**config.mk**
```make
export PLATFORM = sky130hd
export DESIGN_NAME = ifu_prefetch
export DESIGN_NICKNAME = d
export VERILOG_FILES = /design/src/rtl/cpu_pkg.sv /design/src/rtl/ifu_fifo.sv /design/src/rtl/ifu_prefetch.sv
export SDC_FILE = /design/constraint.sdc
export NUM_CORES = 1
export LEC_CHECK = 0
export CAP_MARGIN = 25
export CORE_MARGIN = 2
export CORE_UTILIZATION = 55
export DETAILED_ROUTE_END_ITERATION = 10
export HOLD_SLACK_MARGIN = 0.03
export PLACE_DENSITY = 0.85
export SLEW_MARGIN = 25
export SYNTH_ARGS = -nofsm -noshare
export SYNTH_HDL_FRONTEND = slang
export SYNTH_HIERARCHICAL = 1
export SYNTH_SLANG_ARGS = --single-unit
```
**constraint.sdc**
```tcl
create_clock -name clock -period 6.8 [get_ports clock]
set_clock_uncertainty 0.2 [all_clocks]
set_input_delay 0.68 -clock clock [delete_from_list [all_inputs] [get_ports clock]]
set_output_delay 0.68 -clock clock [all_outputs]
set_load 0.01 [all_outputs]
```
**src/rtl/cpu_pkg.sv**
```systemverilog
// Shared CPU front-end types and constants: widths, fetch FSM states, FIFO entry layout.
package cpu_pkg;

    localparam int unsigned INSTR_W = 32;
    localparam int unsigned ADDR_W  = 32;

    localparam logic [ADDR_W-1:0] PC_STEP          = 32'd4;
    localparam logic [ADDR_W-1:0] RESET_PC_DEFAULT = 32'h0000_0000;

    typedef enum logic [1:0] {
        IDLE = 2'd0,
        REQ  = 2'd1,
        WAIT = 2'd2
    } fetch_state_e;

    typedef struct packed {
        logic [ADDR_W-1:0]  pc;
        logic [INSTR_W-1:0] instr;
    } fetch_entry_t;

    function automatic logic [ADDR_W-1:0] align_word(input logic [ADDR_W-1:0] addr);
        return addr & ~ADDR_W'(3);
    endfunction

endpackage

```
**src/rtl/ifu_fifo.sv**
```systemverilog
// Synchronous FIFO of fetched {pc, instr} pairs. The head entry is held in its own register
// so decode sees registered outputs; pointers carry an extra wrap bit for full/empty.
module ifu_fifo
    import cpu_pkg::*;
#(
    parameter int unsigned DEPTH = 4
) (
    input  logic                   clock,
    input  logic                   reset,
    input  logic                   flush,
    input  logic                   push,
    input  logic                   pop,
    input  logic [ADDR_W-1:0]      push_pc,
    input  logic [INSTR_W-1:0]     push_instr,
    output logic [ADDR_W-1:0]      head_pc,
    output logic [INSTR_W-1:0]     head_instr,
    output logic                   empty,
    output logic                   full,
    output logic [$clog2(DEPTH):0] count
);

    localparam int unsigned PW        = $clog2(DEPTH);
    localparam logic [PW:0] DEPTH_CNT = (PW + 1)'(DEPTH);
    localparam logic [PW:0] ONE_CNT   = (PW + 1)'(1);

    logic [PW:0]   wr_ptr_q, wr_ptr_d;
    logic [PW:0]   rd_ptr_q, rd_ptr_d;
    logic [PW-1:0] rd_next_idx;
    logic          do_push, do_pop;
    fetch_entry_t  mem_q [DEPTH];
    fetch_entry_t  head_q, head_d;
    fetch_entry_t  push_entry;

    assign push_entry  = '{pc: push_pc, instr: push_instr};
    assign count       = wr_ptr_q - rd_ptr_q;
    assign empty       = (count == '0);
    assign full        = (count == DEPTH_CNT);
    assign do_pop      = pop && !empty;
    // A push into a full FIFO is accepted only when the head leaves in the same cycle.
    assign do_push     = push && (!full || do_pop);
    assign rd_next_idx = rd_ptr_q[PW-1:0] + 1'b1;

    always_comb begin
        wr_ptr_d = wr_ptr_q;
        rd_ptr_d = rd_ptr_q;
        head_d   = head_q;
        if (flush) begin
            wr_ptr_d = '0;
            rd_ptr_d = '0;
        end else begin
            if (do_push) begin
                wr_ptr_d = wr_ptr_q + 1'b1;
            end
            if (do_pop) begin
                rd_ptr_d = rd_ptr_q + 1'b1;
                // With one entry left the new head is the word arriving now, not yet in storage.
                if (count == ONE_CNT) begin
                    if (do_push) begin
                        head_d = push_entry;
                    end
                end else begin
                    head_d = mem_q[rd_next_idx];
                end
            end else if (do_push && empty) begin
                head_d = push_entry;
            end
        end
    end

    always_ff @(posedge clock or negedge reset) begin
        if (!reset) begin
            wr_ptr_q <= '0;
            rd_ptr_q <= '0;
            head_q   <= '0;
        end else begin
            wr_ptr_q <= wr_ptr_d;
            rd_ptr_q <= rd_ptr_d;
            head_q   <= head_d;
        end
    end

    always_ff @(posedge clock) begin
        if (do_push && !flush) begin
            mem_q[wr_ptr_q[PW-1:0]] <= push_entry;
        end
    end

    assign head_pc    = head_q.pc;
    assign head_instr = head_q.instr;

endmodule

```
**src/rtl/ifu_prefetch.sv**
```systemverilog
// Instruction prefetch unit: one outstanding handshaked fetch at a time, results buffered
// in a small FIFO for decode, with redirect flushing both buffered and in-flight words.
module ifu_prefetch
    import cpu_pkg::*;
#(
    parameter int unsigned       DEPTH    = 4,
    parameter logic [ADDR_W-1:0] RESET_PC = RESET_PC_DEFAULT
) (
    input  logic                   clock,
    input  logic                   reset,
    output logic                   mem_req,
    output logic [ADDR_W-1:0]      mem_addr,
    input  logic                   mem_gnt,
    input  logic                   mem_rvalid,
    input  logic [INSTR_W-1:0]     mem_rdata,
    input  logic                   redirect,
    input  logic [ADDR_W-1:0]      redirect_pc,
    output logic                   out_valid,
    input  logic                   out_ready,
    output logic [INSTR_W-1:0]     out_instr,
    output logic [ADDR_W-1:0]      out_pc,
    output logic [$clog2(DEPTH):0] fifo_count
);

    localparam int unsigned     CW        = $clog2(DEPTH) + 1;
    localparam logic [CW-1:0]   LAST_SLOT = CW'(DEPTH - 1);

    fetch_state_e      state_q, state_d;
    logic [ADDR_W-1:0] fetch_pc_q, fetch_pc_d;
    logic [ADDR_W-1:0] pend_pc_q, pend_pc_d;
    logic [ADDR_W-1:0] req_pc_q, req_pc_d;
    logic              discard_q, discard_d;
    logic [ADDR_W-1:0] redir_pc;
    logic              push, pop;
    logic              fifo_empty, fifo_full;
    logic              full_after_push;

    assign redir_pc        = align_word(redirect_pc);
    assign pop             = out_valid && out_ready;
    assign full_after_push = (fifo_count == LAST_SLOT) && !pop;

    always_comb begin
        state_d    = state_q;
        fetch_pc_d = fetch_pc_q;
        pend_pc_d  = pend_pc_q;
        req_pc_d   = req_pc_q;
        discard_d  = discard_q;
        push       = 1'b0;
        if (redirect) begin
            fetch_pc_d = redir_pc;
        end
        unique case (state_q)
            IDLE: begin
                if (redirect) begin
                    state_d   = REQ;
                    pend_pc_d = redir_pc;
                end else if (!fifo_full) begin
                    state_d   = REQ;
                    pend_pc_d = fetch_pc_q;
                end
            end
            REQ: begin
                // The pending address stays on the bus until granted; a redirect only
                // marks the eventual response as stale.
                if (redirect) begin
                    discard_d = 1'b1;
                end
                if (mem_gnt) begin
                    state_d  = WAIT;
                    req_pc_d = pend_pc_q;
                    if (!redirect && !discard_q) begin
                        fetch_pc_d = pend_pc_q + PC_STEP;
                    end
                end
            end
            WAIT: begin
                if (mem_rvalid) begin
                    discard_d = 1'b0;
                    push      = !discard_q && !redirect;
                    if (redirect) begin
                        state_d   = REQ;
                        pend_pc_d = redir_pc;
                    end else if (push && full_after_push) begin
                        state_d = IDLE;
                    end else begin
                        state_d   = REQ;
                        pend_pc_d = fetch_pc_q;
                    end
                end else if (redirect) begin
                    discard_d = 1'b1;
                end
            end
            default: state_d = IDLE;
        endcase
    end

    always_ff @(posedge clock or negedge reset) begin
        if (!reset) begin
            state_q    <= IDLE;
            fetch_pc_q <= RESET_PC;
            pend_pc_q  <= RESET_PC;
            req_pc_q   <= RESET_PC;
            discard_q  <= 1'b0;
        end else begin
            state_q    <= state_d;
            fetch_pc_q <= fetch_pc_d;
            pend_pc_q  <= pend_pc_d;
            req_pc_q   <= req_pc_d;
            discard_q  <= discard_d;
        end
    end

    assign mem_req   = (state_q == REQ);
    assign mem_addr  = mem_req ? pend_pc_q : fetch_pc_q;
    assign out_valid = !fifo_empty;

    ifu_fifo #(
        .DEPTH (DEPTH)
    ) u_fifo (
        .clock      (clock),
        .reset      (reset),
        .flush      (redirect),
        .push       (push),
        .pop        (pop),
        .push_pc    (req_pc_q),
        .push_instr (mem_rdata),
        .head_pc    (out_pc),
        .head_instr (out_instr),
        .empty      (fifo_empty),
        .full       (fifo_full),
        .count      (fifo_count)
    );

endmodule

```
; Yosys cells after proc, flatten, opt, wreduce, memory -nomap -nowiden
; Memory sizes are Yosys's and may differ from the RTL's.
; Cells that the tools add are included.
[totals]
in_bits = 70
wordCells = 84
ff_bits = 169
memories = 1
romBits = 0
latchBits = 0
ram_bits = 256
[mem_list]
columns = name, words, width, rd, rd_clocked_by_memory_dff, write_ports, line
row1 = u_fifo.mem_q, 4, 64, 1, 0, 1, ifu_fifo.sv:30  ; fetch_entry_t mem_q [DEPTH];
[classes]
n_eq_ne = 10
shift = 0
order_cmp = 0
bitwise_logic = 1
n_addsub = 5
mux = 33
div = 0
n_mul = 0
n_reduce_logical = 25
[op_table]
columns = op, count
row1 = 2-to-1 mux 32 bit, 10
row2 = 2-to-1 mux 64 bit, 4
row3 = case mux 32 bit (2 select lines), 1
row4 = "adder 32 x 3 -> 32 bit, second input constant", 1
row5 = 2-to-1 mux 3 bit, 4
row6 = nonzero test 2 bit, 5
row7 = logical AND 1 bit, 8
row8 = 2-to-1 mux 1 bit, 8
row9 = 2-to-1 mux 2 bit, 4
row10 = "adder 3 x 1 -> 3 bit, second input constant", 2
row11 = "inequality test 3 bit, second input constant", 2
row12 = case mux 2 bit (3 select lines), 1
row13 = AND reduction 3 bit, 2
row14 = zero test 1 bit, 5
row15 = AND reduction 4 bit, 1
row16 = "equality test 3 x 1 -> 1 bit, second input constant", 1
row17 = "equality test 3 x 2 -> 1 bit, second input constant", 1
row18 = "equality test 3 bit, second input constant", 1
row19 = zero test 3 bit, 1
row20 = "inequality test 3 x 2 -> 1 bit, second input constant", 1
row21 = subtractor 3 bit, 1
row22 = "adder 2 x 1 -> 2 bit, second input constant", 1
row23 = "equality test 2 x 1 -> 1 bit, second input constant", 1
row24 = "equality test 2 bit, second input constant", 1
row25 = other kinds (7), 7

; Depth between registers and ports, before layout
; Gate-level depths: netlist of run 1.
[depth]
ltp_word = 11
depth_mapped = 13
ltp_nobuf = 11

; Cells and area by module
; Netlist of run 1, hierarchy kept.
[by_module_without_submodules]
columns = mod, area_each_um2, n_inst, cells_each
row1 = ifu_fifo, 13107.6, 1, 589
row2 = ifu_prefetch, 5043.6, 1, 449

; Least setup slack after synthesis of run 1
; Ideal clock, no wire load.
[synth_path]
kind = reg2reg
start = register u_fifo.wr_ptr_q[0]
end = memory u_fifo/mem_q[3][0] (netlist name) (enable)
stages_incl_launch_ff = 11
synth_period_minus_slack_ns = 4.404
setup_slack_ns = 2.396
t_arrival_ns = 3.775
setup_ns = 0.429
n_path_buf = 0
required_ns = 6.171
path_cell_list = dfrtp_1 -> inv_1 -> ha_1 -> fa_1 -> xnor3_2 -> clkinv_4 -> nor2_2 -> nor2b_1 -> nor3_1 -> nor3_1 -> and2_1
[synth_between]
elab_chain_cells = 10
word_cells_on_any_way = 12
classes_between = add/sub (1) / eq/ne (1) / mux (2) / reduce/logical (8)
[synth_lines]
columns = item, line
row1 = start: declaration, ifu_fifo.sv:26  ; logic [PW:0] wr_ptr_q, wr_ptr_d;
row2 = start signal: assignment, ifu_fifo.sv:76  ; wr_ptr_q <= wr_ptr_d;
row3 = subtractor 3 bit, ifu_fifo.sv:35  ; assign count = wr_ptr_q - rd_ptr_q;
row4 = named net fifo_count[2], ifu_prefetch.sv:22  ; output logic [$clog2(DEPTH):0] fifo_count
row5 = zero test 3 bit, ifu_fifo.sv:36  ; assign empty = (count == '0);
row6 = named net fifo_empty, ifu_prefetch.sv:35  ; logic fifo_empty, fifo_full;
row7 = zero test 1 bit, ifu_prefetch.sv:115  ; assign out_valid = !fifo_empty;
row8 = logical AND 1 bit, ifu_prefetch.sv:39  ; assign pop = out_valid && out_ready;
row9 = named net pop, ifu_prefetch.sv:34  ; logic push, pop;
row10 = logical AND 1 bit, ifu_fifo.sv:38  ; assign do_pop = pop && !empty;
row11 = logical OR 1 bit, ifu_fifo.sv:40  ; assign do_push = push && (!full || do_pop);
row12 = logical AND 1 bit, ifu_fifo.sv:40
row13 = logical AND 1 bit, ifu_fifo.sv:83  ; if (do_push && !flush) begin
row14 = 2-to-1 mux 1 bit, ifu_fifo.sv:83
row15 = 2-to-1 mux 1 bit (implied by the code), ifu_fifo.sv:84  ; mem_q[wr_ptr_q[PW-1:0]] <= push_entry;
row16 = end: declaration, ifu_fifo.sv:30
; The timed path passes the listed nets, and every way through them passes these cells.

; Final worst setup path of run 1
[layout_path]
start = register u_fifo.rd_ptr_q[0]
end = register u_fifo.head_q, in the netlist u_fifo/head_instr[22]
[layout_between]
elab_chain_cells = 10
word_cells_on_any_way = 18
classes_between = add/sub (2) / eq/ne (3) / mux (2) / reduce/logical (10) / memory (1)
[layout_lines]
columns = item, line
row1 = start: declaration, ifu_fifo.sv:27  ; logic [PW:0] rd_ptr_q, rd_ptr_d;
row2 = start signal: assignment, ifu_fifo.sv:77  ; rd_ptr_q <= rd_ptr_d;
row3 = subtractor 3 bit (*), ifu_fifo.sv:35
row4 = zero test 3 bit (*), ifu_fifo.sv:36
row5 = named net fifo_empty, ifu_prefetch.sv:35
row6 = zero test 1 bit (*), ifu_prefetch.sv:115
row7 = logical AND 1 bit (*), ifu_prefetch.sv:39
row8 = named net pop, ifu_prefetch.sv:34
row9 = logical AND 1 bit (*), ifu_fifo.sv:38
row10 = logical OR 1 bit, ifu_fifo.sv:40
row11 = logical AND 1 bit, ifu_fifo.sv:40
row12 = logical AND 1 bit, ifu_fifo.sv:64  ; end else if (do_push && empty) begin
row13 = nonzero test 2 bit (no source line), --
row14 = AND reduction 3 bit (no source line), --
row15 = end signal: assignment, ifu_fifo.sv:74  ; head_q <= '0;
row16 = end signal: assignment, ifu_fifo.sv:78  ; head_q <= head_d;
row17 = end: declaration, ifu_fifo.sv:31  ; fetch_entry_t head_q, head_d;
; Mark *: on every way through the listed nets, which the timed path passes. The rest lies on a longest branch.
; A chain may end at the register's enable or synchronous reset.

==> flow_metrics.tcl, run 1 <==
set metrics [dict create \
    hold_violations 0 \
    synth_common_cells "edfxtp_1, dfrtp_1, mux2_2" \
    cts_made_buffers 44 \
    worstMarginPinSlew_ps 949 \
    p_leak_nw 7.90 \
    viasPerCell 5.75 \
    reg2reg_slack_ps 2240 \
    cp_max_fo 41 \
    cp_cell_sequence "ha_1 > fa_1 > xnor3_2 > clkinv_4 > nor2_2 > nor2b_1 > a21boi_4 > buf_16 > buf_12 > mux2_2 > mux2_4" \
    syn_area_um2 18200 \
    whs_ps 35.5 \
    nets 1288 \
    arrival_ps 4770 \
    avgSynthCellArea_um2 17.5 \
    start_kind "register" \
    synth_top_area_share 0.424 \
    reg2reg_to "u_fifo/head_instr[22]" \
    grt_pass1_wl_um 59200 \
    maxSlewViolCount 0 \
    timing.rr.start "u_fifo/rd_ptr_q[0]" \
    dpl.hpwl_um 21300 \
    finalPower_mw 7.73 \
    grt_overflow_total 0 \
    ys_top_cells_by_area "edfxtp_1, dfrtp_1, mux2_2, mux4_2, mux2_4" \
    drt_pass1_iterations 8 \
    ios 171 \
    cts_htree_levels 2 \
    core_area_um2 32500 \
    grt_pass1_vias 10500 \
    cts_tree "yes" \
    period_needed_ps 4560 \
    ys.flop_type "edfxtp_1" \
    yosysSeqAreaShare 0.657 \
    p_per_area_nw_per_um2 356 \
    max_freq_mhz 219 \
    setup-tns-final_ps 0 \
    post_drt_wl_per_cell_um 22.7 \
    clk_pin_slew_worst_paths_ps 60 \
    reg2reg_depth 11 \
    postRouteAntennaNets 0 \
    clk_latency_ps 530 \
    yosysMostFrequentCell "edfxtp_1" \
    yosysTopAreaCell "edfxtp_1" \
    cts_setup_buffers 0 \
    drc 0 \
    grt_usage 0.227 \
    slowest_delay_ps 720 \
    die-area_um2 34500 \
    vias 9684 \
    cts_hold_buf 0 \
    cts_sinks 425 \
    period_share 0.671 \
    fill_cells 2231 \
    grt_max_degree 111 \
    antenna_found_initial 2 \
    fp.dieH_um 186 \
    worst_path_max_delay_cell "dfrtp_4" \
    area_growth_pct 19.6 \
    criticalPathCategory "register to register" \
    synth_seq_cells 425 \
    io_buffers 168 \
    setup_viol 0 \
    hold_class "primary input to async pin" \
    synth_nets 1120 \
    async_reset_ff_frac 0.398 \
    start_util 0.558 \
    yosys.cell_types.count 53 \
    drive_above_1_share 0.291 \
    finalInstanceArea_um2 21700 \
    die_x_um 186 \
    synth_warnings 6 \
    worst_ep_required_time_ps 7010 \
    rows 66 \
    root_buffer "clkbuf_16" \
    max_slew_margin 0.365 \
    end_kind "register" \
    cts_resized 0 \
    ctsLongestPathBuffers 3 \
    grt_setup_unrepaired "no" \
    postLayoutCoreUtil 0.667 \
    place_congestion 0.773 \
    routed_wl_um 38100 \
    status "completed" \
    synthCells 1038 \
    ir_worst_vdd_mv 0.236 \
    synth-edff-count 256 \
    placed_cell_area_um2 20100 \
    drt_first_iter_violations 585 \
    cap_violations 0 \
]
[sequential cells by signal (all words and copies together), names as in the netlist]
signal             cells
u_fifo/rd_ptr_q        3
fetch_pc_q            32
u_fifo/head_instr     32
pend_pc_q             32
u_fifo/mem_q         256
discard_q              1
state_q                2
u_fifo/wr_ptr_q        3
u_fifo/head_pc        32
req_pc_q              32
[cell type report]
class,count,area [um2],share of cell area
Tap cell,442,553,0.0255
Inverter,13,53.8,0.00248
Timing Repair Buffer,181,1880,0.0867
Antenna cell,1,2.50,0.000115
Sequential cell,425,11900,0.549
Clock inverter,15,124,0.00571
Multi-Input combinational cell,541,5880,0.271
Clock buffer,65,1290,0.0595
[layer usage]
| layer | vias up | global-route usage | routed length (um) |
|---|---|---|---|
| li1 | 4302 | - | - |
| met2 | 276 | 0.387 | 19100 |
| met3 | 44 | 0.0442 | 2160 |
| met4 | 2 | 0.0586 | 605 |
| met1 | 5060 | 0.302 | 16300 |
| met5 | - | 0 | 13 |
[how the worst max path moves through the flow]
stage                       start                    end  slack (ps)
2_1_floorplan  u_fifo/wr_ptr_q[0]     u_fifo/mem_q[3][0]        2400
3_3_place_gp   u_fifo/rd_ptr_q[0]     u_fifo/head_pc[25]        2050
3_5_place_dp   u_fifo/rd_ptr_q[0]     u_fifo/head_pc[25]        1970
4_1_cts        u_fifo/rd_ptr_q[0]     u_fifo/head_pc[25]        1950
5_1_grt        u_fifo/rd_ptr_q[0]    u_fifo/mem_q[3][46]        2000
6_report       u_fifo/rd_ptr_q[0]  u_fifo/head_instr[22]        2240
[critical path: cells and delay by family, from the launching register on]
family,cells,cell delay [ps]
muxes,2,650
DFF,1,720
and+or+nand+nor,2,520
adders and majority gates,2,660
xor gates and xnor gates,1,500
buffers and inverters,3,640
AOI/OAI and AO/OA,1,510
[stage by stage]
step | setup WS [ps] | instances
final | 2240 | 1683
after global routing | 2000 | 1682
after CTS | 1950 | 1676
after detailed placement | 1970 | 1596
after global placement | 2050 | 1596
after floorplan | 2400 | 1038
[cell usage in the layout, fill, tap and decap left out, types with 5 or more instances in the layout]
cell type	n
edfxtp_1	256
dfrtp_1	168
clkdlybuf4s50_1	166
mux2_2	132
mux4_2	64
mux2_4	60
mux2i_1	52
nand2_1	51
clkbuf_16	45
o21ai_0	36
xnor2_1	23
nor2_1	19
nor3_1	13
inv_1	12
a21oi_1	12
clkbuf_1	11
ha_1	9
clkbuf_8	9
xor2_1	8
nand3_1	7
nand4_1	6
clkinv_2	6
buf_4	6
clkinv_1	5
buf_12	5
[power by group]
part / switching [mW] / internal (mW)
clock: 0.956 / 1.39
sequential: 0.414 / 3.19
combinational: 0.756 / 1.03
total: 2.13 / 5.60
[cells by family after synthesis]
group,count (synthesis),synth area share
flops,425,0.657
mux,308,0.240
simple gates,129,0.0370
buf+inv,72,0.0234
compound gates,60,0.0185
xor+xnor,32,0.0163
fa+ha+maj,12,0.00869
No activity file was read; power rests on OpenSTA's default activity.
==> run 2: changes to the inputs <==
==> constraint.sdc (replaced) <==
create_clock -name clock -period 4.42 [get_ports clock]
set_clock_uncertainty 0.2 [all_clocks]
set_input_delay 0.442 -clock clock [delete_from_list [all_inputs] [get_ports clock]]
set_output_delay 0.442 -clock clock [all_outputs]
set_load 0.01 [all_outputs]
==> flow_metrics.tcl, run 2 (synthesis gave the netlist of run 1 again) <==
set metrics [dict create \
    grt_setup_unrepaired "no" \
    timing.rr.start "u_fifo/wr_ptr_q[0]" \
    period_needed_ps 3920 \
    cp_cell_sequence "inv_1 > ha_1 > fa_1 > xnor3_2 > clkinv_4 > nor2_2 > nor2b_1 > nor3_1 > nor3_1 > and2_4 > buf_4" \
    worst_path_max_delay_cell "xnor3_2" \
    hold_start "redirect" \
    clk_pin_slew_worst_paths_ps 60 \
    reg2reg_depth 11 \
    final_common_cell "edfxtp_1" \
    grt_max_degree 110 \
    worst_ep_required_time_ps 4380 \
    vias 9728 \
    setup-tns-final_ps 0 \
    reg2reg_slack_ps 500 \
    root_buffer "clkbuf_16" \
    cts_hold_buf 1 \
    timing.critical_path.mode_cell "nor3_1" \
    met2_usage 0.380 \
    antenna_cells 0 \
    cp-startpoint "u_fifo/wr_ptr_q[0]" \
    finalPower_mw 12.2 \
    fill_cells 2194 \
    area_growth_pct 20.4 \
    cts_setup_buffers 0 \
    grt_overflow_total 0 \
    period_share 0.887 \
    drc 0 \
    cap_violations 0 \
    viasPerCell 5.75 \
    worstMarginPinSlew_ps 924 \
    start_kind "register" \
    core_area_um2 32500 \
    final_cell_mix "edfxtp_1, dfrtp_1, clkdlybuf4s50_1" \
    ios 171 \
    grt_usage 0.224 \
    ctsLongestPathBuffers 3 \
    criticalPathCategory "register to register" \
    start_util 0.558 \
    cts_sinks 425 \
    die_x_um 186 \
    end_kind "register" \
    postLayoutCoreUtil 0.672 \
    arrival_ps 3880 \
    post_drt_wl_per_cell_um 22.1 \
    cts_tree "yes" \
    grt_pass1_vias 10300 \
    regArea_um2 11900 \
    postRouteAntennaNets 0 \
    hold_class "primary input to register" \
    met1_usage 0.304 \
    place_congestion 0.782 \
    ir_worst_vdd_mv 0.405 \
    slowest_delay_ps 500 \
    antenna_found_initial 0 \
    reg2reg_to "u_fifo/mem_q[2][26]" \
    p_leak_nw 7.99 \
    fp.dieH_um 186 \
    cp_max_fo 31 \
    drive_above_1_share 0.295 \
    busiest_layer "met2" \
    hold_violations 0 \
    multi_input_area_um2 5870 \
    maxSlewViolCount 0 \
    status "completed" \
    die-area_um2 34500 \
    p_per_area_nw_per_um2 557 \
    clk_latency_ps 540 \
    whs_path_depth 5 \
    grt_pass1_wl_um 58600 \
    max_slew_margin 0.384 \
    nets 1298 \
    min_to "u_fifo/wr_ptr_q[2]" \
    max_freq_mhz 255 \
    io_buffers 168 \
    dpl.hpwl_um 22500 \
    cts_htree_levels 2 \
    met3_usage 0.0354 \
    cts_made_buffers 44 \
    drt_pass1_iterations 5 \
    cts_resized 0 \
    drt_first_iter_violations 654 \
    rows 66 \
    routed_wl_um 37400 \
    setup_viol 0 \
    largest_reg_flops 256 \
]
## run 2: cell count changes in the layout (fill, tap and decap cells not counted), sizes merged
cell,delta
clkbuf,-16
buf,+9
clkinv,+9
bufinv,+7
clkinvlp,-1
diode,-1
dlygate4sd3,+1
inv,+1
## run 2: where the power goes
part           internal (mW)  leakage, nW  switching [mW]
combinational           1.58         2.78            1.17
sequential              4.90         4.47           0.638
clock                   2.38        0.740            1.49
total                   8.87         7.99            3.30
## run 2: cell type report
cell class,instances,area share
Inverter,13,0.00246
Timing Repair Buffer,191,0.0890
Sequential cell,425,0.545
Tap cell,442,0.0253
Clock buffer,49,0.0522
Multi-Input combinational cell,541,0.269
Clock inverter,31,0.0171
## run 2: stage by stage
step           area (um2)  instances  hold WS (ps)  setup slack, ps
2_1_floorplan       18200       1038         -53.6             16.3
3_3_place_gp        20300       1611           292              613
3_5_place_dp        20300       1611           292              436
4_1_cts             21800       1692           199              426
5_1_grt             21900       1692           223              279
6_report            21900       1692           225              498
## run 2: how the worst max path moves through the flow
| stage | endpoint | slack, ps | cells past startpoint |
|---|---|---|---|
| after detailed placement | pend_pc_q[25] | 440 | 10 |
| after global placement | u_fifo/mem_q[1][25] | 610 | 11 |
| after global routing | u_fifo/mem_q[2][15] | 280 | 11 |
| final | u_fifo/mem_q[2][26] | 500 | 11 |
| after CTS | pend_pc_q[25] | 430 | 10 |
| after floorplan | u_fifo/mem_q[3][0] | 20 | 10 |
## run 2: metal layers
| metal | wire (um) | vias to the layer above |
|---|---|---|
| met5 | 0 | - |
| met3 | 1930 | 63 |
| met4 | 787 | 0 |
| met2 | 18700 | 294 |
| met1 | 16000 | 5043 |
| li1 | - | 4328 |
## run 2: worst max-delay path: cells and delay by family (launching register included)
| family | cells | cell delay, ps |
|---|---|---|
| simple gates | 5 | 1250 |
| buf+inv | 3 | 640 |
| fa+ha+maj | 2 | 570 |
| xor+xnor | 1 | 500 |
| flops | 1 | 380 |
